===== src/rtl/rega_pkg.sv =====
// Shared definitions for the irrigation sequencer: state encoding, default
// timing constants and a width helper for the prescaler/tick counters.
package rega_pkg;

    typedef enum logic [1:0] {
        IDLE  = 2'b00,
        WATER = 2'b01,
        COOL  = 2'b10,
        FAULT = 2'b11
    } rega_state_e;

    localparam int DEF_WATER_TICKS = 16;
    localparam int DEF_COOL_TICKS  = 8;
    localparam int DEF_TICK_DIV    = 4;

    // Counters hold 0..max_value-1, so they need $clog2(max_value) bits (at least one).
    function automatic int width_for(input int max_value);
        return (max_value > 1) ? $clog2(max_value) : 1;
    endfunction

endpackage


===== src/rtl/rega_sync2.sv =====
// Two-flop synchroniser bringing one asynchronous sensor line into the Clk domain.
module rega_sync2 (
    input  logic Clk,
    input  logic Reset,
    input  logic d,
    output logic q
);

    logic meta;

    always_ff @(posedge Clk or negedge Reset) begin
        if (!Reset) begin
            meta <= 1'b0;
            q    <= 1'b0;
        end else begin
            meta <= d;
            q    <= meta;
        end
    end

endmodule


===== src/rtl/rega_sequencer.sv =====
// Irrigation valve sequencer: decides when to water, times the watering and
// hold-off phases, and issues one-cycle J/K commands to the valve flip-flop.
module rega_sequencer
    import rega_pkg::*;
#(
    parameter int WATER_TICKS = DEF_WATER_TICKS,
    parameter int COOL_TICKS  = DEF_COOL_TICKS,
    parameter int TICK_DIV    = DEF_TICK_DIV
) (
    input  logic       Clk,
    input  logic       Reset,
    input  logic       Seco,
    input  logic       Chuva,
    input  logic       Nivel_baixo,
    input  logic       Manual_on,
    input  logic       Ack,
    output logic       J,
    output logic       K,
    output logic       Regando,
    output logic       Alarme,
    output logic [1:0] Estado
);

    localparam int MAX_TICKS = (WATER_TICKS > COOL_TICKS) ? WATER_TICKS : COOL_TICKS;
    localparam int CNT_W     = width_for(MAX_TICKS);
    localparam int PRE_W     = width_for(TICK_DIV);

    localparam logic [CNT_W-1:0] WATER_LAST = CNT_W'(WATER_TICKS - 1);
    localparam logic [CNT_W-1:0] COOL_LAST  = CNT_W'(COOL_TICKS - 1);
    localparam logic [PRE_W-1:0] DIV_LAST   = PRE_W'(TICK_DIV - 1);

    logic seco_s, chuva_s, nivel_s, manual_s, ack_s;

    rega_sync2 u_sync_seco   (.Clk(Clk), .Reset(Reset), .d(Seco),        .q(seco_s));
    rega_sync2 u_sync_chuva  (.Clk(Clk), .Reset(Reset), .d(Chuva),       .q(chuva_s));
    rega_sync2 u_sync_nivel  (.Clk(Clk), .Reset(Reset), .d(Nivel_baixo), .q(nivel_s));
    rega_sync2 u_sync_manual (.Clk(Clk), .Reset(Reset), .d(Manual_on),   .q(manual_s));
    rega_sync2 u_sync_ack    (.Clk(Clk), .Reset(Reset), .d(Ack),         .q(ack_s));

    rega_state_e      state_q, state_d;
    logic [PRE_W-1:0] presc_q;
    logic [CNT_W-1:0] cnt_q;
    logic [CNT_W-1:0] cnt_last;
    logic             timed;
    logic             tick;
    logic             expire;

    logic j_d, k_d, regando_d, alarme_d;

    assign timed    = (state_q == WATER) || (state_q == COOL);
    assign tick     = (presc_q == DIV_LAST);
    assign cnt_last = (state_q == WATER) ? WATER_LAST : COOL_LAST;
    assign expire   = timed && tick && (cnt_q == cnt_last);

    always_ff @(posedge Clk or negedge Reset) begin
        if (!Reset) begin
            state_q <= IDLE;
        end else begin
            state_q <= state_d;
        end
    end

    // Any state change (or sitting in an untimed state) restarts the timer, so
    // each timed phase begins at prescaler=0, counter=0.
    always_ff @(posedge Clk or negedge Reset) begin
        if (!Reset) begin
            presc_q <= '0;
            cnt_q   <= '0;
        end else if ((state_d != state_q) || !timed) begin
            presc_q <= '0;
            cnt_q   <= '0;
        end else if (tick) begin
            presc_q <= '0;
            cnt_q   <= cnt_q + CNT_W'(1);
        end else begin
            presc_q <= presc_q + PRE_W'(1);
        end
    end

    always_comb begin
        state_d = state_q;
        case (state_q)
            IDLE: begin
                if (nivel_s)
                    state_d = FAULT;
                else if ((seco_s && !chuva_s) || manual_s)
                    state_d = WATER;
            end
            WATER: begin
                if (nivel_s)
                    state_d = FAULT;
                else if (chuva_s || expire)
                    state_d = COOL;
            end
            COOL: begin
                if (nivel_s)
                    state_d = FAULT;
                else if (expire)
                    state_d = IDLE;
            end
            FAULT: begin
                if (ack_s && !nivel_s)
                    state_d = IDLE;
            end
            default: state_d = IDLE;
        endcase
    end

    // Outputs are decoded from the upcoming transition and registered so they
    // line up with the state they describe.
    always_comb begin
        j_d       = (state_d == WATER) && (state_q != WATER);
        k_d       = (state_q == WATER) && (state_d != WATER);
        regando_d = (state_d == WATER);
        alarme_d  = (state_d == FAULT);
    end

    always_ff @(posedge Clk or negedge Reset) begin
        if (!Reset) begin
            J       <= 1'b0;
            K       <= 1'b0;
            Regando <= 1'b0;
            Alarme  <= 1'b0;
        end else begin
            J       <= j_d;
            K       <= k_d;
            Regando <= regando_d;
            Alarme  <= alarme_d;
        end
    end

    assign Estado = state_q;

endmodule


===== config.mk =====
export PLATFORM = sky130hd
export DESIGN_NAME = rega_sequencer
export DESIGN_NICKNAME = d
export VERILOG_FILES = /design/src/rtl/rega_pkg.sv /design/src/rtl/rega_sync2.sv /design/src/rtl/rega_sequencer.sv
export SDC_FILE = /design/constraint.sdc
export NUM_CORES = 1
export LEC_CHECK = 0
export CORE_ASPECT_RATIO = 0.5
export CORE_MARGIN = 3
export CORE_UTILIZATION = 35
export DETAILED_ROUTE_END_ITERATION = 12
export PLACE_DENSITY = 0.54
export RECOVER_POWER = 100
export SETUP_SLACK_MARGIN = 0.5
export SLEW_MARGIN = 20
export SYNTH_ARGS = -nofsm -noshare
export SYNTH_HDL_FRONTEND = slang
export SYNTH_SLANG_ARGS = --single-unit
export TNS_END_PERCENT = 50

===== constraint.sdc =====
create_clock -name Clk -period 2.25 [get_ports Clk]
set_clock_uncertainty 0.2 [all_clocks]
set_input_delay 0.45 -clock Clk [delete_from_list [all_inputs] [get_ports Clk]]
set_output_delay 0.45 -clock Clk [all_outputs]
set_load 0.02 [all_outputs]

### Word-level counts from Yosys, hierarchy flattened

Index checks and enable logic that the tools add are counted.

* register bits: 22
* bits in latches: 0
* bits in writable memories: 0
* memory bits (read-only): 0
* output and inout bits: 6
* word-level logic and storage cells: 57
* memories kept: 0

* $add $sub $neg: 2
* multiply operators: 0
* div/mod/pow operators: 0
* $lt $le $gt $ge: 0
* equal/unequal tests: 10
* shifts and indexed selects: 0
* muxes and demuxes: 13
* bitwise operators: 0
* reductions and logical operators: 15

Operator list (number)
* $mux 2: 9
* $mux 4: 3
* $eq 2x2->1 const B: 4
* $pmux 2 s4: 1
* $logic_and 1x1->1: 6
* $add 4x1->4 const B: 1
* $eq 2x1->1 const B: 2
* $eq 4x4->1: 1
* $logic_or 1x1->1: 4
* $ne 2x1->1 const B: 2
* $logic_not 1->1: 3
* $add 2x1->2 const B: 1
* $logic_not 2->1: 1
* $ne 2x2->1: 1
* $reduce_bool 2->1: 1

### Logic depth before layout (Yosys ltp)

* depth in word-level cells: 11
* mapped depth: 9

### Hierarchy

A second synthesis with hierarchy kept.

* cells, all modules: 85
* area, all modules: 1052.3 um^2

By module, submodules not included
* rega_sequencer: instances 1, cells an instance 75, area an instance 802.0 um^2, sequential area each 300.3 um^2
* rega_sync2: instances 5, cells an instance 2, area an instance 50.0 um^2, sequential area each 50.0 um^2

### Worst setup path after synthesis

Ideal clock, no wire load.

* path type: reg-to-reg
* start point: register state_q[1], in the netlist Estado[1]
* end point: register cnt_q[0]
* library setup time: 0.120 ns
* arrival: 1.904 ns
* required time: 1.930 ns
* setup slack: 0.026 ns
* cell stages (with the launch flop): 9
* path buffers: 1
* period minus slack after synthesis: 2.224 ns
* cell sequence: dfrtp_1 inv_1 ha_1 buf_6 o21a_4 a2111oi_4 o2bb2ai_1 nand4b_4 nor2_2

* word-level cells in the longest chain between the ends: 11
* elaborated cells between the ends (all ways): 23
* classes of those cells: eq/ne (5); mux (10); reduce/logical (8)

Ends and longest elaborated chain
* start, declared: RTL line rega_sequencer.sv:40 `rega_state_e state_q, state_d;`
* start signal, assigned: RTL line rega_sequencer.sv:59 `state_q <= state_d;`
* $eq 2x1->1 or $eq 2x2->1 (tied branches): RTL line rega_sequencer.sv:50, rega_sequencer.sv:52, rega_sequencer.sv:82
* $mux 4 or $logic_or 1x1->1 (tied branches): RTL line rega_sequencer.sv:52, rega_sequencer.sv:50
* $eq 4x4->1 or $logic_and 1x1->1 (tied branches): RTL line rega_sequencer.sv:53 `assign expire = timed && tick && (cnt_q == cnt_last);`
* $logic_and 1x1->1: RTL line rega_sequencer.sv:53
* $logic_or 1x1->1: RTL line rega_sequencer.sv:92 `else if (chuva_s || expire)`
* $mux 2: RTL line rega_sequencer.sv:92
* $mux 2: RTL line rega_sequencer.sv:90 `if (nivel_s)`
* $pmux 2 s4: RTL line rega_sequencer.sv:82 `case (state_q)`
* $ne 2x2->1: RTL line rega_sequencer.sv:69 `end else if ((state_d != state_q) || !timed) begin`
* $logic_or 1x1->1 (*): RTL line rega_sequencer.sv:69
* $mux 4 or $reduce_bool 2->1 (tied branches)
* end signal, assigned: RTL line rega_sequencer.sv:74 `cnt_q <= cnt_q + CNT_W'(1);`
* end, declared: RTL line rega_sequencer.sv:42 `logic [CNT_W-1:0] cnt_q;`

Every way passes the cells marked *; elsewhere a longest branch is shown, timed or not.
A chain may end at the register's enable or synchronous reset.

### Worst setup path in the final report

* start point: register state_q[1], in the netlist Estado[1]
* end point: register K

* word-level cells in the longest chain between the ends: 10
* elaborated cells between the ends (all ways): 20
* classes of those cells: eq/ne (5); mux (9); reduce/logical (6)

Ends and longest elaborated chain
* $eq 2x1->1 or $eq 2x2->1 (tied branches): RTL line rega_sequencer.sv:50, rega_sequencer.sv:52, rega_sequencer.sv:82
* $mux 4 or $logic_or 1x1->1 (tied branches): RTL line rega_sequencer.sv:52, rega_sequencer.sv:50
* $eq 4x4->1 or $logic_and 1x1->1 (tied branches): RTL line rega_sequencer.sv:53
* $logic_and 1x1->1: RTL line rega_sequencer.sv:53
* $logic_or 1x1->1: RTL line rega_sequencer.sv:92
* $mux 2: RTL line rega_sequencer.sv:92
* $mux 2: RTL line rega_sequencer.sv:90
* $pmux 2 s4 (*): RTL line rega_sequencer.sv:82
* via state_d[1]: RTL line rega_sequencer.sv:40
* $ne 2x1->1 (*): RTL line rega_sequencer.sv:113 `k_d = (state_q == WATER) && (state_d != WATER);`
* $logic_and 1x1->1 (*): RTL line rega_sequencer.sv:113
* via k_d: RTL line rega_sequencer.sv:48 `logic j_d, k_d, regando_d, alarme_d;`
* end signal, assigned: RTL line rega_sequencer.sv:126 `K <= k_d;`
* end, declared: RTL line rega_sequencer.sv:18 `output logic K,`

The timed path passes the listed nets; every way through them passes the cells marked *.

==> impl_metrics.env <==
export IMPL_clkLatencyLatePin_ps=260
export IMPL_synthDistinctLibCells=36
export IMPL_pwr_density_cell_nw_per_um2=1360
export IMPL_synth_cells=85
export IMPL_yosys_register_bits=22
export IMPL_p_sw_frac=0.396
export IMPL_dpl_cell_count=134
export IMPL_final_setup_viol_count=0
export IMPL_reg2reg_from="Estado[1]$_DFF_PN0_"
export IMPL_globalRouteTotalUtil=0.126
export IMPL_grt_ovfl_total=0
export IMPL_wirelength_um=2070
export IMPL_port_buffers=12
export IMPL_final_nets=122
export IMPL_slowest_stage="dfrtp_1"
export IMPL_holdPathEnd="u_sync_ack.q$_DFF_PN0_"
export IMPL_fin_cells=145
export IMPL_cts_root_buffer="clkbuf_8"
export IMPL_grt_pass1_vias=704
export IMPL_drv_slew=0
export IMPL_max_freq_mhz=488
export IMPL_crit_chain="inv_4 > ha_4 > nand4_2 > o21ai_2 > nand2_2 > a32o_1 > o21a_1"
export IMPL_drive_gt1_frac=0.324
export IMPL_end_kind="register"
export IMPL_setup_tns_ps=0
export IMPL_io_pins=13
export IMPL_dp_hpwl_um=1450
export IMPL_p_leak_nw=0.589
export IMPL_largest_reg_flops=4
export IMPL_n_fill_cell=248
export IMPL_drt_first_iter_violations=36
export IMPL_area_growth_pct=32.8
export IMPL_cts_tree="yes"
export IMPL_use_met2=0.183
export IMPL_gp_congestion=0.952
export IMPL_drtAntennaViolNets=0
export IMPL_rsz0062_at_grt="yes"
export IMPL_syn_area_um2=1050
export IMPL_cap_viol_max_count=0
export IMPL_initial_core_util=0.385
export IMPL_antenna_found_initial=0
export IMPL_slowest_delay_ps=490
export IMPL_period_minus_slack_ps=2050
export IMPL_crit_arrival_ps=2010
export IMPL_cts_htree_levels=1
export IMPL_route_detailed_drc=0
export IMPL_cts_buffers=3
export IMPL_max_flop_register="cnt_q"
export IMPL_syn_num_nets=98
export IMPL_slew_headroom=0.256
export IMPL_hp_start="u_sync_ack.meta$_DFF_PN0_"
export IMPL_top_usage_layer="met2"
export IMPL_tightest_slew_ps=1120
export IMPL_wl_per_cell_um=14.3
export IMPL_finalHoldViolations=0
export IMPL_reg2reg_slack_ps=200
export IMPL_coreArea_um2=2730
export IMPL_yosys_warnings=0
export IMPL_first_pass_iters=5
export IMPL_cts_buffer_depth=2
export IMPL_grt_util_met1=0.178
export IMPL_required_ps=2210
export IMPL_multiInputGateArea_um2=529
export IMPL_yosysSeqAreaShare=0.523
export IMPL_path_buf_inv=1
export IMPL_via_per_inst=5.08
export IMPL_die_h_um=44.8
export IMPL_clock_sinks=22
export IMPL_cp_max_fo=5
export IMPL_p_comb_frac=0.578
export IMPL_num_antenna_cells=0
export IMPL_status="finished clean"
export IMPL_fp_row_count=13
export IMPL_rr_endpoint="K$_DFF_PN0_"
export IMPL_grt_pass1_wl_um=3530
export IMPL_syn_avg_cell_area_um2=12.4
export IMPL_via_count=737
export IMPL_grt_max_degree=23
export IMPL_reg2regPathDepth=7
export IMPL_crit_type="register to register"
export IMPL_placed_cell_area_um2=1250
export IMPL_p_int_mw=1.15
export IMPL_worstHoldPathCells=0
export IMPL_final_area_um2=1400
export IMPL_ir_drop_mv=0.492
export IMPL_die_width_um=83.5
export IMPL_clkTransAtPathRegs_ps=80
export IMPL_critPathTopFamily="compound AO/OA/AOI/OAI gates"
export IMPL_seqPwrFrac=0.276
export IMPL_dieArea_um2=3740
export IMPL_hold_path_class="register to register"
export IMPL_p_clk_frac=0.146
export IMPL_p_switching_mw=0.754
export IMPL_hold_worst_slack_ps=155
export IMPL_start_kind="register"
export IMPL_regArea_um2=552
export IMPL_met3_usage=0.0364
export IMPL_post_route_period_util=0.911
-- per-layer routing --
layer / part of all wire / wire [µm] / vias to the layer above
met5: 0 / 0 / -
met4: 0.030 / 62 / 0
met3: 0.067 / 139 / 8
met2: 0.43 / 884 / 25
met1: 0.48 / 988 / 357
li1: - / - / 347
-- cell usage in the layout, fill, tap and decap left out, drive strengths merged, types with 2 or more instances in the layout --
cell type and n:
buf 9, clkbuf 5, dfrtp 22, dlygate4sd3 10, ha 6, inv 5
nand2 5, nand2b 2, nand4 3, nor2 9, nor2b 2, nor3 4
o21a 2, o21ai 5, o2bb2ai 2, xor2 3
-- area by class of cell --
class	instances	area share
Inverter	5	0.0170
Multi-Input combinational cell	56	0.379
Timing Repair Buffer	21	0.137
Clock buffer	4	0.0394
Tap cell	37	0.0331
Sequential cell	22	0.395
-- what timing repair did --
| item | in CTS | in global routing |
|---|---|---|
| pin swaps | 5 | 6 |
| gates resized for setup | 9 | 3 |
| hold buffers | 0 | 0 |
| setup endpoints to repair | 18 | 17 |
| setup buffers | 7 | 0 |
-- per-stage QoR --
step	worst slack [ps]	total power, mW	utilization
after floorplan	262	1.23	-
after global placement	194	1.46	0.457
after detailed placement	147	1.46	0.457
after CTS	261	1.92	0.513
after global routing	105	2.02	0.511
final	200	1.90	0.511
-- how the worst max path moves through the flow --
stage | from | endpoint | cells after the start
global placement | Estado[0]$_DFF_PN0_ | Alarme$_DFF_PN0_ | 8
finish | Estado[1]$_DFF_PN0_ | K$_DFF_PN0_ | 7
CTS | Estado[0]$_DFF_PN0_ | Estado[0] | 1
detailed placement | Estado[0]$_DFF_PN0_ | presc_q[0]$_DFF_PN0_ | 7
global route | Estado[1]$_DFF_PN0_ | cnt_q[3]$_DFFE_PN0P_ | 7
floorplan | Estado[1]$_DFF_PN0_ | K$_DFF_PN0_ | 8
-- power groups by stage --
stage               combinational, mW  sequential, mW  clock [mW]
floorplan                       0.645           0.587           0
CTS                              1.10           0.530       0.288
global route                     1.19           0.533       0.302
finish                           1.10           0.525       0.278
detailed placement              0.916           0.547           0
global placement                0.920           0.541           0
-- logic make-up after synthesis --
logic type / share of synthesized area
adders and majority gates: 0.0713
and+or+nand+nor: 0.168
muxes: 0.00951
xor gates and xnor gates: 0.0404
DFF: 0.523
AOI/OAI and AO/OA: 0.152
buffers and inverters: 0.0357
-- cell usage after synthesis --
cell type	number	share of area
xnor2_1	1	0.0083
nand4_1	2	0.012
o21ai_1	2	0.0095
nand2_1	5	0.018
a22oi_2	1	0.012
dfrtp_1	22	0.52
a21oi_1	1	0.0048
nor2_2	5	0.030
o32ai_1	1	0.0083
a2111oi_4	1	0.026
nor2_1	4	0.014
nor3_2	1	0.0095
nor4_1	1	0.0059
buf_4	1	0.0071
o21a_4	1	0.014
mux2i_1	1	0.0095
xor2_1	2	0.017
nor3_1	3	0.014
nor2b_1	2	0.012
xor2_2	1	0.015
ha_1	6	0.071
o21ai_0	2	0.0095
o2bb2ai_1	2	0.017
nand4b_4	1	0.023
o21a_1	1	0.0071
inv_2	1	0.0036
a211oi_1	1	0.0071
and2_1	1	0.0059
buf_6	1	0.011
nand4_2	1	0.012
o31a_1	1	0.0083
nand2b_1	2	0.012
inv_1	4	0.014
o21ai_2	1	0.0083
a32o_1	1	0.0095
o221a_2	1	0.011
Note: power is estimated with default switching activity, not from simulation.
==> variant 1 (config.mk and constraints unchanged) <==
`DEF_WATER_TICKS`: 16 -> 17.
--- a/src/rtl/rega_pkg.sv
+++ b/src/rtl/rega_pkg.sv
@@ -10,5 +10,5 @@
     } rega_state_e;
 
-    localparam int DEF_WATER_TICKS = 16;
+    localparam int DEF_WATER_TICKS = 17;
     localparam int DEF_COOL_TICKS  = 8;
     localparam int DEF_TICK_DIV    = 4;
Behaviour: no difference found for any inputs over 10 cycles, from zero or initial values and one cycle with Reset low; that may be too few to reach the edited logic, so the function may still have changed.
==> variant 1 against the unedited design <==
Final area is 8.0% higher; sequential cell count up 1; routed wire length grew 23%; worst setup slack worse by 0.14 ns; sequential share of layout area down 1.2 points; total power is 5.2% higher; synthesized area up 4.3%; combinational power increased by 10%.
==> variant 1: results (changes against the unedited design) <==
Outcome
  – Outcome: completed (unchanged)

Layout
  – Net count, final: 133 (was 122)
  – Max reg flops: 5 (was 4)
  – Layout cell share with drive strength beyond 1: 41.2% (was 32.4%)
  – Number of fill cells: 231 (was 248)
  – Ant diodes: 0 (unchanged)
  – Most flops, register: cnt_q (unchanged)
  – Cell Count, Final, Fillers Out: 156 (was 145)

Critical path
  – Crit Path Category: reg2reg (unchanged)
  – Reg-to-Reg Start: Estado[0] (was Estado[1])
  – CP peak stage delay: 0.43 ns (was 0.49 ns)
  – CP Max Fanout: 7 (was 5)
  – Crit-path leading delay family: compound AO/OA/AOI/OAI gates (unchanged)
  – Worst EP arrival: 2.13 ns (was 2.01 ns)
  – Crit-path slowest cell: dfrtp_2 (was dfrtp_1)

Global routing
  – Largest net degree at the start of global routing: 24 (was 23)
  – Initial antenna violation count: 0 (unchanged)
  – First-pass GRT wire length: 4.34 mm (was 3.53 mm)
  – Vias in the first global route: 889 (was 704)
  – Tot GR Track Use: 14.5% (was 12.6%)

CTS
  – Clk root buf: clkbuf_8 (unchanged)
  – Worst skew pair latency: 0.26 ns (about the same)
  – H-tree depth: 1 (unchanged)
  – Max Root-Sink Buffers: 2 (unchanged)
  – Clock transition at the registers of the reported paths: 0.08 ns (about the same)

Placed design
  – Port Buffers: 12 (unchanged)
  – Post-DP HPWL: 1.82 mm (was 1.45 mm)
  – Inst Count DP: 142 (was 134)
  – DP Area: 1370 um2 (was 1250 um2)
  – Worst slack at placement: 0.00809 ns (was 0.147 ns)
  – Final GP Congestion: 0.864 (was 0.952)

Hold path
  – Hold WC Path Type: reg2reg (unchanged)

Synthesis
  – Syn nets: 100 (was 98)
  – Synth top cells by count: dfrtp_1, ha_1, inv_1, nor4_1, nor2_1 (was dfrtp_1, ha_1, nand2_1, nor2_2)
  – Seq/Total Area, Yosys: 52.5% (was 52.3%)
  – Ys async rst share: 100% (unchanged)
  – Syn_area_per_cell: 12.6 um2 (was 12.4 um2)
  – Yosys warns: 0 (unchanged)
  – Post-synth cell types: 36 (unchanged)
  – Synth top area cells: dfrtp_1, ha_1, nor4_1 (was dfrtp_1, ha_1, nor2_2)

Drt
  – Wire length per cell: 16.3 um (was 14.3 um)
  – Pre-Repair DR Iteration Count: 4 (was 5)
  – 1st-iter DRT viols: 35 (was 36)
  – Via-per-instance ratio: 5.22 (was 5.08)

Pwr
  – Leak Pwr: 0.631 nW (was 0.589 nW)
  – Worst vdd ir: 569 uV (was 492 uV)

Timing
  – Slew headroom: 17.7% (was 25.6%)
variant 1: changes by cell type after synthesis, sizes merged, moves of 3 or more:
cell	delta
nor2	-5
nor4	+4
a21o	+3
nand2	-3
nand3b	+3
o21ai	-3
variant 1: layout make-up:
type | count | area [um2] | area share, %
well taps | 37 | 46.3 | 3.07
clock buffers | 3 | 41.3 | 2.74
multi-input cells | 55 | 584 | 38.7
repair buffers | 31 | 226 | 15.0
inverters | 6 | 27.5 | 1.82
flip-flops and latches | 23 | 578 | 38.3
clock inverters | 1 | 5.00 | 0.332
variant 1: routing by layer:
metal | GRT usage, % | vias up | wire (um)
li1 | - | 386 | -
met1 | 17.4 | 414 | 1140
met2 | 26.4 | 12 | 1290
met3 | 5.42 | 2 | 96
met4 | 1.89 | 0 | 21
met5 | 0 | - | 0
variant 1: power by group:
part	switching, mW	total [mW]	internal [mW]
registers	0.0545	0.541	0.486
logic	0.645	1.21	0.566
clock network	0.126	0.249	0.123
variant 1: kinds of logic (layout without fill, tap and decap cells):
logic type      count (synthesis)  count (layout)  synth area share (%)
simple gates                   26              26                  16.4
compound gates                 17              17                  14.9
mux                             2               2                  2.96
flops                          23              23                  52.5
fa+ha+maj                       6               6                  6.84
xor+xnor                        4               4                  3.19
buf+inv                         9              41                  3.19
variant 1: worst paths after layout:
check,depth (start not counted),to,slack (ns)
hold / removal,0,u_sync_ack.q,0.15
setup reg to reg,8,presc_q[1],0.06
hold reg to reg,0,u_sync_ack.q,0.15
min in group asynchronous,2,u_sync_seco.q,0.70
setup / recovery,8,presc_q[1],0.06
max in group asynchronous,2,Estado[1],0.34
variant 1: what timing repair did:
action / CTS / global route
pin swaps: 9 / 2
resized for setup: 11 / 11
buffers inserted: 8 / 2
endpoints found under the setup margin: 19 / 19
==> variant 2 (same settings) <==
Made on the original files. Make the reset (`Reset`) synchronous in 4 clocked blocks. Comments in the files are not updated.
--- a/src/rtl/rega_sync2.sv
+++ b/src/rtl/rega_sync2.sv
@@ -9,5 +9,5 @@
     logic meta;
 
-    always_ff @(posedge Clk or negedge Reset) begin
+    always_ff @(posedge Clk) begin
         if (!Reset) begin
             meta <= 1'b0;
--- a/src/rtl/rega_sequencer.sv
+++ b/src/rtl/rega_sequencer.sv
@@ -53,5 +53,5 @@
     assign expire   = timed && tick && (cnt_q == cnt_last);
 
-    always_ff @(posedge Clk or negedge Reset) begin
+    always_ff @(posedge Clk) begin
         if (!Reset) begin
             state_q <= IDLE;
@@ -63,5 +63,5 @@
     // Any state change (or sitting in an untimed state) restarts the timer, so
     // each timed phase begins at prescaler=0, counter=0.
-    always_ff @(posedge Clk or negedge Reset) begin
+    always_ff @(posedge Clk) begin
         if (!Reset) begin
             presc_q <= '0;
@@ -116,5 +116,5 @@
     end
 
-    always_ff @(posedge Clk or negedge Reset) begin
+    always_ff @(posedge Clk) begin
         if (!Reset) begin
             J       <= 1'b0;
Check against the original RTL: differs if Reset is asserted again (counterexample within 4 cycles, from zero or initial values and one cycle with Reset low); with Reset held inactive, the same outputs for 10 cycles.
==> variant 2 against the unedited design <==
First-iteration DRC count up 36%; worst setup slack worse by 0.00054 ns; synthesized area is 7.7% lower; synthesized cell count increased by 19%; maximum frequency barely moved; non-clock buffer count is 3 higher; die area is 6.9% lower; sequential cell count unchanged; final area increased by 0.54%; routed wire length is 22% higher; utilization rose by 7.0 points; critical path type unchanged; sequential share of layout area fell by 7.6 points.
Power is not compared: it rests on default switching activity, and its combinational part moved more than twofold at a synthesized area within 25%.
==> variant 2: results (changes against the unedited design) <==
Layout
  – Number of fill cells: 215 (was 248)
  – Non-clock buffer share: 14.6% (was 13.7%)
  – Multi-input gate area: 617 um2 (was 529 um2)
  – Layout cell share with drive strength beyond 1: 30.4% (was 32.4%)
  – Seq. cell area: 448 um2 (was 552 um2)
  – Multi-input logic cell count: 71 (was 56)
  – Buffers excl. clock: 24 (was 21)
  – Clk cell area share: 4.72% (was 3.94%)

Placed design
  – DP Area: 1180 um2 (was 1250 um2)
  – Post-DP HPWL: 1.51 mm (was 1.45 mm)
  – Worst slack at placement: 0.190 ns (was 0.147 ns)

Hold path
  – Hold Path End: u_sync_ack.q (unchanged)
  – Cells on Worst Hold Path: 1 (was 0)

Timing
  – Final Cycle Share: 91.1% (about the same)
  – Slew @ Worst Pin: 0.431 ns (was 1.12 ns)

Global routing
  – Grt met3 use: 6.14% (was 3.64%)
  – Vias in the first global route: 872 (was 704)

Drt
  – Pre-Repair DR Iteration Count: 4 (was 5)
  – M1 wire length: 1.07 mm (was 988 um)
  – 1st-iter DRT viols: 49 (was 36)
  – Met3 WL: 127 um (was 139 um)
  – Length of routed met2 wiring: 1.25 mm (was 884 um)

Critical path
  – FF-to-FF End: presc_q[0] (was K)
  – CP Max Fanout: 6 (was 5)
  – Reg-to-Reg Start: Estado[0] (was Estado[1])
  – Crit-path leading delay family: simple AND/OR/NAND/NOR gates (was compound AO/OA/AOI/OAI gates)

Synthesis
  – Synth top cells by count: dfxtp_1, and2_1, nand2_1, ha_1, nor4_1 (was dfrtp_1, ha_1, nand2_1, nor2_2)
  – Synth top area cells: dfxtp_1, and2_1, ha_1 (was dfrtp_1, ha_1, nor2_2)

Outcome
  – Outcome: completed (unchanged)
==> variant 2: cell types whose count changed after synthesis, sizes merged, moves of 2 or more <==
| cell | change |
|---|---|
| a21oi | +4 |
| o21ai | -4 |
| dfrtp | -22 |
| o2bb2ai | -2 |
| and2 | +11 |
| and3 | +2 |
| a311oi | +2 |
| clkbuf | +2 |
| nor3 | -2 |
| nand2 | +5 |
| nor4 | +5 |
| nor2 | -6 |
| dfxtp | +22 |
==> variant 2: repair_timing <==
| item | 4_1_cts | 5_1_grt |
|---|---|---|
| resized for setup | 19 | 6 |
| pin swaps | 7 | 4 |
| buffers inserted | 6 | 4 |
| setup endpoints to repair | 18 | 17 |
==> variant 2: kinds of logic after synthesis <==
family          Yosys count  synth area share [%]
mux                       1                  1.16
xor+xnor                  4                  3.61
simple gates             45                  27.3
buf+inv                   8                  3.74
compound gates           15                  11.1
flops                    22                  45.4
fa+ha+maj                 6                  7.73
